### src/rtl/dual_slope_counter_if.sv
// dual_slope_counter_if: controller <-> counting/sensing end of the dual-slope ADC.
interface dual_slope_counter_if #(parameter int DIGITS = 3) ();
  logic rst_s, enb_0, cmp_in, Vint_z, enb_3, overrange, valid;
  logic [4*DIGITS-1:0] count, result;
  modport master (output rst_s, enb_0, cmp_in, input Vint_z, enb_3, count, result, overrange, valid);
  modport slave (input rst_s, enb_0, cmp_in, output Vint_z, enb_3, count, result, overrange, valid);
endinterface

### src/rtl/dual_slope_counter.sv
// dual_slope_counter: BCD cycle counter, wrap/overrange tracker, result latch and comparator synchroniser.
module dual_slope_counter #(
  parameter int DIGITS = 3,
  parameter int SYNC_STAGES = 2
) (
  input logic clk,
  input logic rst,
  dual_slope_counter_if.slave bus
);
  localparam int W = 4 * DIGITS;
  logic [W-1:0] count, cnt_nxt, result;
  logic [DIGITS:0] carry;
  logic [1:0] wraps;
  logic [SYNC_STAGES-1:0] sync;
  logic ovr, enb_0_d, enb_3, overrange, valid, fall, wrap;
  always_comb begin
    cnt_nxt = count;
    carry = '0;
    carry[0] = 1'b1;
    for (int i = 0; i < DIGITS; i++) begin
      carry[i+1] = carry[i] && count[4*i+:4] == 4'd9;
      cnt_nxt[4*i+:4] = !carry[i] ? count[4*i+:4] : carry[i+1] ? 4'd0 : count[4*i+:4] + 4'd1;
    end
  end
  assign wrap = carry[DIGITS];
  assign fall = enb_0_d && !bus.enb_0;
  always_ff @(posedge clk or posedge rst) begin
    if (rst) begin
      count <= '0;
      wraps <= '0;
      ovr <= 1'b0;
      enb_0_d <= 1'b0;
      sync <= '0;
      enb_3 <= 1'b0;
      result <= '0;
      overrange <= 1'b0;
      valid <= 1'b0;
    end else begin
      enb_0_d <= bus.enb_0;
      sync <= {sync[SYNC_STAGES-2:0], bus.cmp_in};
      valid <= fall;
      // latch sees the pre-clear count/ovr even when rst_s lands on the same edge
      if (fall) begin
        result <= count;
        overrange <= ovr;
      end
      enb_3 <= !bus.rst_s && bus.enb_0 && wrap && wraps == 2'd0;
      if (bus.rst_s) begin
        count <= '0;
        wraps <= '0;
        ovr <= 1'b0;
      end else if (bus.enb_0) begin
        count <= cnt_nxt;
        if (wrap && wraps != 2'd2) wraps <= wraps + 2'd1;
        if (wrap && wraps == 2'd1) ovr <= 1'b1;
      end
    end
  end
  assign bus.count = count;
  assign bus.result = result;
  assign bus.overrange = overrange;
  assign bus.valid = valid;
  assign bus.enb_3 = enb_3;
  assign bus.Vint_z = sync[SYNC_STAGES-1];
endmodule

### src/flat_wrapper.sv
// flat-port wrapper written by rule: the top's interface ports become plain ports
module dual_slope_counter_flat 
#(
  parameter int DIGITS = 3,
  parameter int SYNC_STAGES = 2
)
  (clk, rst, bus_rst_s, bus_enb_0, bus_cmp_in, bus_Vint_z, bus_enb_3, bus_count, bus_result, bus_overrange, bus_valid);
  dual_slope_counter_if #(.DIGITS(DIGITS)) bus_i ();
  input logic clk;
  input logic rst;
  input wire logic [$bits(bus_i.rst_s)-1:0] bus_rst_s;
  input wire logic [$bits(bus_i.enb_0)-1:0] bus_enb_0;
  input wire logic [$bits(bus_i.cmp_in)-1:0] bus_cmp_in;
  output wire logic [$bits(bus_i.Vint_z)-1:0] bus_Vint_z;
  output wire logic [$bits(bus_i.enb_3)-1:0] bus_enb_3;
  output wire logic [$bits(bus_i.count)-1:0] bus_count;
  output wire logic [$bits(bus_i.result)-1:0] bus_result;
  output wire logic [$bits(bus_i.overrange)-1:0] bus_overrange;
  output wire logic [$bits(bus_i.valid)-1:0] bus_valid;
  assign bus_i.rst_s = bus_rst_s;
  assign bus_i.enb_0 = bus_enb_0;
  assign bus_i.cmp_in = bus_cmp_in;
  assign bus_Vint_z = bus_i.Vint_z;
  assign bus_enb_3 = bus_i.enb_3;
  assign bus_count = bus_i.count;
  assign bus_result = bus_i.result;
  assign bus_overrange = bus_i.overrange;
  assign bus_valid = bus_i.valid;
  dual_slope_counter #(.DIGITS(DIGITS), .SYNC_STAGES(SYNC_STAGES)) u_core (.clk(clk), .rst(rst), .bus(bus_i));
endmodule
### config.mk
export PLATFORM = sky130hd
export DESIGN_NAME = dual_slope_counter_flat
export DESIGN_NICKNAME = d
export VERILOG_FILES = /design/src/rtl/dual_slope_counter_if.sv /design/src/rtl/dual_slope_counter.sv /design/src/flat_wrapper.sv
export SDC_FILE = /design/constraint.sdc
export NUM_CORES = 1
export LEC_CHECK = 0
export CAP_MARGIN = 10
export CORE_ASPECT_RATIO = 0.7
export CORE_UTILIZATION = 45
export DETAILED_ROUTE_END_ITERATION = 7
export PLACE_DENSITY = 0.77
export SYNTH_ARGS = -nofsm -noshare
export SYNTH_HDL_FRONTEND = slang
export SYNTH_SLANG_ARGS = --single-unit
export TNS_END_PERCENT = 20
### constraint.sdc
create_clock -name clk -period 1.6 [get_ports clk]
set_clock_uncertainty 0.1 [all_clocks]
set_input_delay 0.48 -clock clk [delete_from_list [all_inputs] [get_ports clk]]
set_output_delay 0.48 -clock clk [all_outputs]
set_load 0.02 [all_outputs]
==> results_dict.tcl, run 1 <==
set metrics [dict create \
    power.share.clock_pct 37.5 \
    cp.required_ns 1.73 \
    vias 1298 \
    dieArea_mm2 0.00376 \
    postRouteWirelength_mm 3.69 \
    hp-class "reg -> reg" \
    rows 17 \
    dp_cells 243 \
    clk_pin_slew_worst_paths_ns 0.07 \
    fin_tns_setup_ns -0.440 \
    final_util_pct 71.2 \
    drv_slew 0 \
    cp-end-kind "register" \
    comb_power_share_pct 9.9 \
    area_growth_pct 46.6 \
    yosysWarnings 0 \
    power.density_mw_per_mm2 710 \
    die_width_um 72.8 \
    cts.sinks 33 \
    htree_levels 2 \
    placed_area_mm2 0.00219 \
    grt_pass1_wl_mm 5.84 \
    rsz0062_at_grt "yes" \
    final_cell_mix "36 x buf_4, 29 x dfrtp_1, 13 x dlygate4sd2_1" \
    grt_overflow 0 \
    yosysSeqAreaShare_pct 52.3 \
    die_h_um 51.6 \
    hpwl_mm 2.61 \
    ir_drop_mv 0.597 \
    synth_cell_types 35 \
    ys_ff_latch 33 \
    layout_commonest_cell "buf_4" \
    crit_slowest_cell "dfrtp_2" \
    layout-drive-gt1-share_pct 41.1 \
    antenna_found_initial 0 \
    grt_pass1_vias 1223 \
    crit_arrival_ns 1.80 \
    final_nets 222 \
    worst_slack_ns -0.0687 \
    worst_pin_slew_ns 0.275 \
    grt_max_degree 20 \
    seqPwrFrac_pct 52.5 \
    grt_usage_pct 21.7 \
    netlist_area_mm2 0.00158 \
    io-pin-count 33 \
    drtAntennaViolNets 0 \
    first_pass_iters 4 \
    clk-insertion-delay-late_ns 0.29 \
    p_leak_nw 1.17 \
    syn_inst 140 \
    hold_buffers 0 \
    synth.avg_cell_area_um2 11.3 \
    finalNonFillerCells 256 \
    post-place-ws_ns -0.491 \
    cts_tree "done" \
    slowest_delay_ns 0.43 \
    gp_congestion 0.905 \
    cts_root_buf "clkbuf_8" \
    avgViaCountPerCell 5.07 \
    worstPathMaxFanout 5 \
    drc 0 \
    hold_viol 0 \
    violations "negative setup slack" \
    cts_buffers 5 \
    maxCapViolations 0 \
    fin_area_mm2 0.00232 \
    p_switching_mw 0.418 \
    start_util_pct 48.6 \
    start_kind "register" \
    setup_violations 8 \
    cts_buffer_depth 2 \
    finalCritPeriodShare_pct 104 \
    critical_path_class "reg -> reg" \
    hold_ws_ns 0.250 \
    max-slew-margin-rel_pct 81.5 \
    p_sw_share_pct 25.4 \
    fmax_mhz 599 \
    min_period_ns 1.67 \
    p_total_mw 1.65 \
    p_int_mw 1.23 \
    status "finished with violations" \
    syn-num-nets 154 \
    core_mm2 0.00325 \
    num_antenna_cells 0 \
    drtIter0Drc 37 \
    worstPathCellList "inv_2, ha_4, nand4b_4, buf_4, buf_6, or3_1, a21oi_2" \
    portBuffers 32 \
    wire_per_inst_um 14.4 \
]
-- power groups by stage --
| stage | Sequential (mW) | Combinational (mW) | Clock (mW) |
|---|---|---|---|
| 3_5_place_dp | 0.881 | 0.167 | 0 |
| 4_1_cts | 0.864 | 0.159 | 0.639 |
| 2_1_floorplan | 0.900 | 0.0661 | 0 |
| 5_1_grt | 0.865 | 0.178 | 0.668 |
| 6_report | 0.865 | 0.163 | 0.618 |
| 3_3_place_gp | 0.879 | 0.161 | 0 |
-- per-layer routing --
| layer | track usage [%] | up-vias | wire (um) | part of all wire, % |
|---|---|---|---|---|
| met5 | 0 | - | 0 | 0 |
| met4 | 10.5 | 0 | 83 | 2.3 |
| met3 | 7.36 | 10 | 173 | 4.7 |
| met2 | 34.3 | 30 | 1740 | 47 |
| met1 | 26.8 | 636 | 1690 | 46 |
| li1 | - | 622 | - | - |
-- final timing paths --
check | start | endpoint | slack, ns | cells past startpoint
max | u_core.bus.count[1]$_DFFE_PP0P_ | u_core.bus.count[5]$_DFFE_PP0P_ | -0.07 | 7
min | u_core.sync[0]$_DFF_PP0_ | u_core.sync[1]$_DFF_PP0_ | 0.25 | 0
max reg2reg | u_core.bus.count[1]$_DFFE_PP0P_ | u_core.bus.count[5]$_DFFE_PP0P_ | -0.07 | 7
min reg2reg | u_core.sync[0]$_DFF_PP0_ | u_core.sync[1]$_DFF_PP0_ | 0.25 | 0
max in group asynchronous | rst | u_core.bus.count[4]$_DFFE_PP0P_ | 0.73 | 3
min in group asynchronous | rst | u_core.sync[0]$_DFF_PP0_ | 0.42 | 3
-- critical path: cells and delay by family, from the launching register on --
family / cells / cell delay [ns]
AOI/OAI and AO/OA: 1 / 0.11
adders and majority gates: 1 / 0.15
buffers and inverters: 3 / 0.36
DFF: 1 / 0.43
and+or+nand+nor: 2 / 0.44
-- Yosys cell counts --
library cell | n | area (um2)
nand2_1 | 12 | 45.0
xnor2_1 | 1 | 8.76
buf_4 | 1 | 7.51
nand3b_4 | 1 | 20.0
and4b_2 | 1 | 11.3
a311oi_1 | 1 | 8.76
or3_2 | 1 | 7.51
a21oi_1 | 10 | 50.1
a31o_2 | 1 | 8.76
a211oi_1 | 1 | 7.51
clkbuf_2 | 1 | 5.00
and4b_1 | 1 | 10.0
a41oi_1 | 2 | 17.5
clkbuf_1 | 1 | 3.75
ha_1 | 9 | 113
and3b_1 | 2 | 17.5
nand3_1 | 2 | 10.0
a21boi_0 | 1 | 7.51
o32ai_1 | 1 | 8.76
nand4_1 | 1 | 6.26
buf_6 | 3 | 33.8
or4_1 | 3 | 22.5
mux2i_1 | 1 | 10.0
dfrtp_1 | 33 | 826
nor4_1 | 2 | 12.5
nand4b_2 | 1 | 15.0
or3b_2 | 1 | 8.76
buf_2 | 2 | 10.0
o21ai_0 | 10 | 50.1
mux2_2 | 9 | 101
nor2_1 | 4 | 15.0
or3_1 | 2 | 12.5
nand2b_1 | 4 | 25.0
nand3b_1 | 3 | 22.5
inv_1 | 11 | 41.3
-- sequential cells by signal, indices dropped and copies added, names as in the netlist --
signal	count
u_core.bus.count	12
u_core.bus.enb_3	1
u_core.bus.overrange	1
u_core.bus.result	12
u_core.bus.valid	1
u_core.enb_0_d	1
u_core.ovr	1
u_core.sync	2
u_core.wraps	2
-- layout make-up --
type | instances | area (um2)
fillers | 233 | 937
inverters | 11 | 41.3
well taps | 47 | 58.8
flip-flops and latches | 33 | 831
multi-input cells | 88 | 742
clock inverters | 3 | 17.5
clock buffers | 5 | 68.8
repair buffers | 69 | 558
-- timing repair --
| action | CTS | global route |
|---|---|---|
| pin swaps | 2 | 4 |
| setup endpoints to repair | 50 | 25 |
| resized for setup | 44 | 24 |
| gates cloned | 0 | 0 |
| buffers inserted | 0 | 5 |
-- cells by family (layout without fill, tap and decap cells) --
| logic type | Yosys count | in the layout | share of synthesized area [%] |
|---|---|---|---|
| mux | 10 | 10 | 7.05 |
| fa+ha+maj | 9 | 9 | 7.13 |
| buf+inv | 19 | 88 | 6.41 |
| xor+xnor | 1 | 1 | 0.554 |
| simple gates | 41 | 41 | 16.5 |
| flops | 33 | 33 | 52.3 |
| compound gates | 27 | 27 | 10.1 |
(Power assumes the default switching activity.)
==> inputs of run 2 (changes only) <==
Settings changed: ABC_AREA from default to 0.
==> results of run 2 <==
Final layout, timing and power as in run 1 (identical DEF).
==> inputs of run 3 (changes only) <==
Settings changed: CAP_MARGIN 10 to default, CELL_PAD_IN_SITES_DETAIL_PLACEMENT from default to 0, CELL_PAD_IN_SITES_GLOBAL_PLACEMENT from default to 1, CORE_UTILIZATION 45 to 35, PLACE_DENSITY 0.77 to 0.76, REMOVE_ABC_BUFFERS from default to 1.
==> run 3 against run 2 <==
  * The run still ends with negative setup slack left
  * Sequential share of layout area fell by 1.3 points
  * Worst setup slack got worse by 0.016 ns
  * Cell count rose by 4.7%
  * Clock power rose by 12%
  * Clock-buffer cell count rose by 2
  * Fmax fell by 0.94%
  * Critical endpoint is now u_core.bus.count[8]$_DFFE_PP0P_
==> results_dict.tcl, run 3 (same netlist as run 1, synthesis figures left out) <==
set metrics [dict create \
    p_leak_nw 1.21 \
    hold_end "u_core.sync[1]$_DFF_PP0_" \
    final_cell_mix "40 x buf_4, 32 x dfrtp_1, 14 x dlygate4sd2_1" \
    postRouteWirelength_mm 3.78 \
    setup_violations 8 \
    layout_commonest_cell "buf_4" \
    crit_arrival_ns 1.80 \
    hp-class "reg -> reg" \
    portBuffers 32 \
    holdCritStartpoint "u_core.sync[0]$_DFF_PP0_" \
    htree_levels 2 \
    hold_viol 0 \
    gp_congestion 0.836 \
    cts_buffers 5 \
    seqPwrFrac_pct 50.1 \
    maxCapViolations 0 \
    status "finished with violations" \
    cp-end-kind "register" \
    finalCritPeriodShare_pct 105 \
    rows 20 \
    max-slew-margin-rel_pct 82.5 \
    clk_pin_slew_worst_paths_ns 0.07 \
    layout-drive-gt1-share_pct 41.8 \
    die_h_um 58.2 \
    largestRegisters "u_core.bus.count x12, u_core.bus.result x12" \
    drtIter0Drc 61 \
    grt_max_degree 34 \
    hold_ws_ns 0.251 \
    antenna_found_initial 0 \
    reg2reg_from "u_core.bus.count[5]$_DFFE_PP0P_" \
    power.share.clock_pct 40.3 \
    critical_path_class "reg -> reg" \
    comb_power_share_pct 9.6 \
    num_antenna_cells 0 \
    power.density_mw_per_mm2 719 \
    reg2reg_to "u_core.bus.count[8]$_DFFE_PP0P_" \
    ir_drop_mv 0.387 \
    drv_slew 0 \
    cp.required_ns 1.72 \
    final_nets 226 \
    worstPathMaxFanout 4 \
    worst_pin_slew_ns 0.260 \
    core_mm2 0.00433 \
    worst_slack_ns -0.0846 \
    violations "negative setup slack" \
    avgViaCountPerCell 4.85 \
    grt_pass1_wl_mm 5.75 \
    wire_per_inst_um 14.1 \
    drtAntennaViolNets 0 \
    first_pass_iters 4 \
    drc 0 \
    start_kind "register" \
    grt_usage_pct 16.5 \
    cts.sinks 33 \
    cts_buffer_depth 2 \
    fmax_mhz 594 \
    io-pin-count 33 \
    area_growth_pct 51.5 \
    hpwl_mm 2.51 \
    r2r_slack_ns -0.08 \
    cts_root_buf "clkbuf_8" \
    dieArea_mm2 0.00479 \
    p_switching_mw 0.404 \
    start_util_pct 36.5 \
    vias 1301 \
    rr_worst_depth 6 \
    rsz0062_at_grt "yes" \
    holdPathStages 0 \
    p_total_mw 1.72 \
    die_width_um 82.3 \
    hold_buffers 0 \
    grt_overflow 0 \
    p_int_mw 1.32 \
    cts_tree "done" \
    grt_pass1_vias 1259 \
    min_period_ns 1.68 \
    clk-insertion-delay-late_ns 0.29 \
    p_sw_share_pct 23.5 \
    final_util_pct 55.3 \
]
## run 3: changes by cell type in the layout (fill, tap and decap cells not counted), sizes merged
cell and delta:
buf +3, clkbuf +2, clkinv -1, clkinvlp -1, dlygate4sd2 +1
## run 3: stage by stage
| step | worst slack [ns] | instances | area, um2 | TNS (ns) |
|---|---|---|---|---|
| after CTS | -0.108 | 260 | 2260 | -0.421 |
| final | -0.0846 | 268 | 2390 | -0.367 |
| after floorplan | -0.379 | 132 | 1520 | -1.28 |
| after detailed placement | -0.531 | 252 | 2170 | -10.31 |
| after global routing | -0.144 | 268 | 2390 | -0.923 |
| after global placement | -0.507 | 252 | 2170 | -9.88 |
## run 3: how the worst max path moves through the flow
stage                                               start                              end  slack (ns)  cells past startpoint
after floorplan           u_core.bus.count[0]$_DFFE_PP0P_      u_core.wraps[0]$_DFFE_PP0P_       -0.38                      4
after global placement                          bus_enb_0  u_core.bus.count[9]$_DFFE_PP0P_       -0.51                      5
after detailed placement                        bus_enb_0  u_core.bus.count[9]$_DFFE_PP0P_       -0.53                      5
after CTS                 u_core.bus.count[1]$_DFFE_PP0P_      u_core.wraps[0]$_DFFE_PP0P_       -0.11                      6
after global routing      u_core.bus.count[1]$_DFFE_PP0P_  u_core.bus.count[8]$_DFFE_PP0P_       -0.14                      6
final                     u_core.bus.count[5]$_DFFE_PP0P_  u_core.bus.count[8]$_DFFE_PP0P_       -0.08                      6
## run 3: area by class of cell
type	instances	area (um2)
Fill cell	382	1930
Sequential cell	33	827
Multi-Input combinational cell	88	742
Timing Repair Buffer	73	614
Clock buffer	7	96.3
Tap cell	55	68.8
Inverter	11	41.3
Clock inverter	1	5.00
## run 3: power groups by stage
stage / Clock, mW / Sequential (mW) / Combinational [mW]
2_1_floorplan: 0 / 0.897 / 0.0451
3_3_place_gp: 0 / 0.875 / 0.163
3_5_place_dp: 0 / 0.876 / 0.166
4_1_cts: 0.718 / 0.860 / 0.156
5_1_grt: 0.751 / 0.863 / 0.180
6_report: 0.694 / 0.863 / 0.165
## run 3: worst max-delay path, stage by stage, from the launching register on
cell	delay, ns
dfrtp_1	0.39
inv_2	0.08
ha_4	0.14
nand3b_4	0.09
buf_4	0.16
or4_4	0.52
a21oi_2	0.14
## run 3: metal layers
layer,part of all wire (%),track usage (%)
met1,46,20.5
met2,48,26.9
met3,4.1,4.41
met4,1.8,7.52
met5,0,0
## run 3: repair_timing
action                                  CTS  global route
endpoints found under the setup margin   50            21
pin swaps                                 2             5
gates cloned                              0             1
buffers inserted                          0             7
gates resized for setup                  55            26
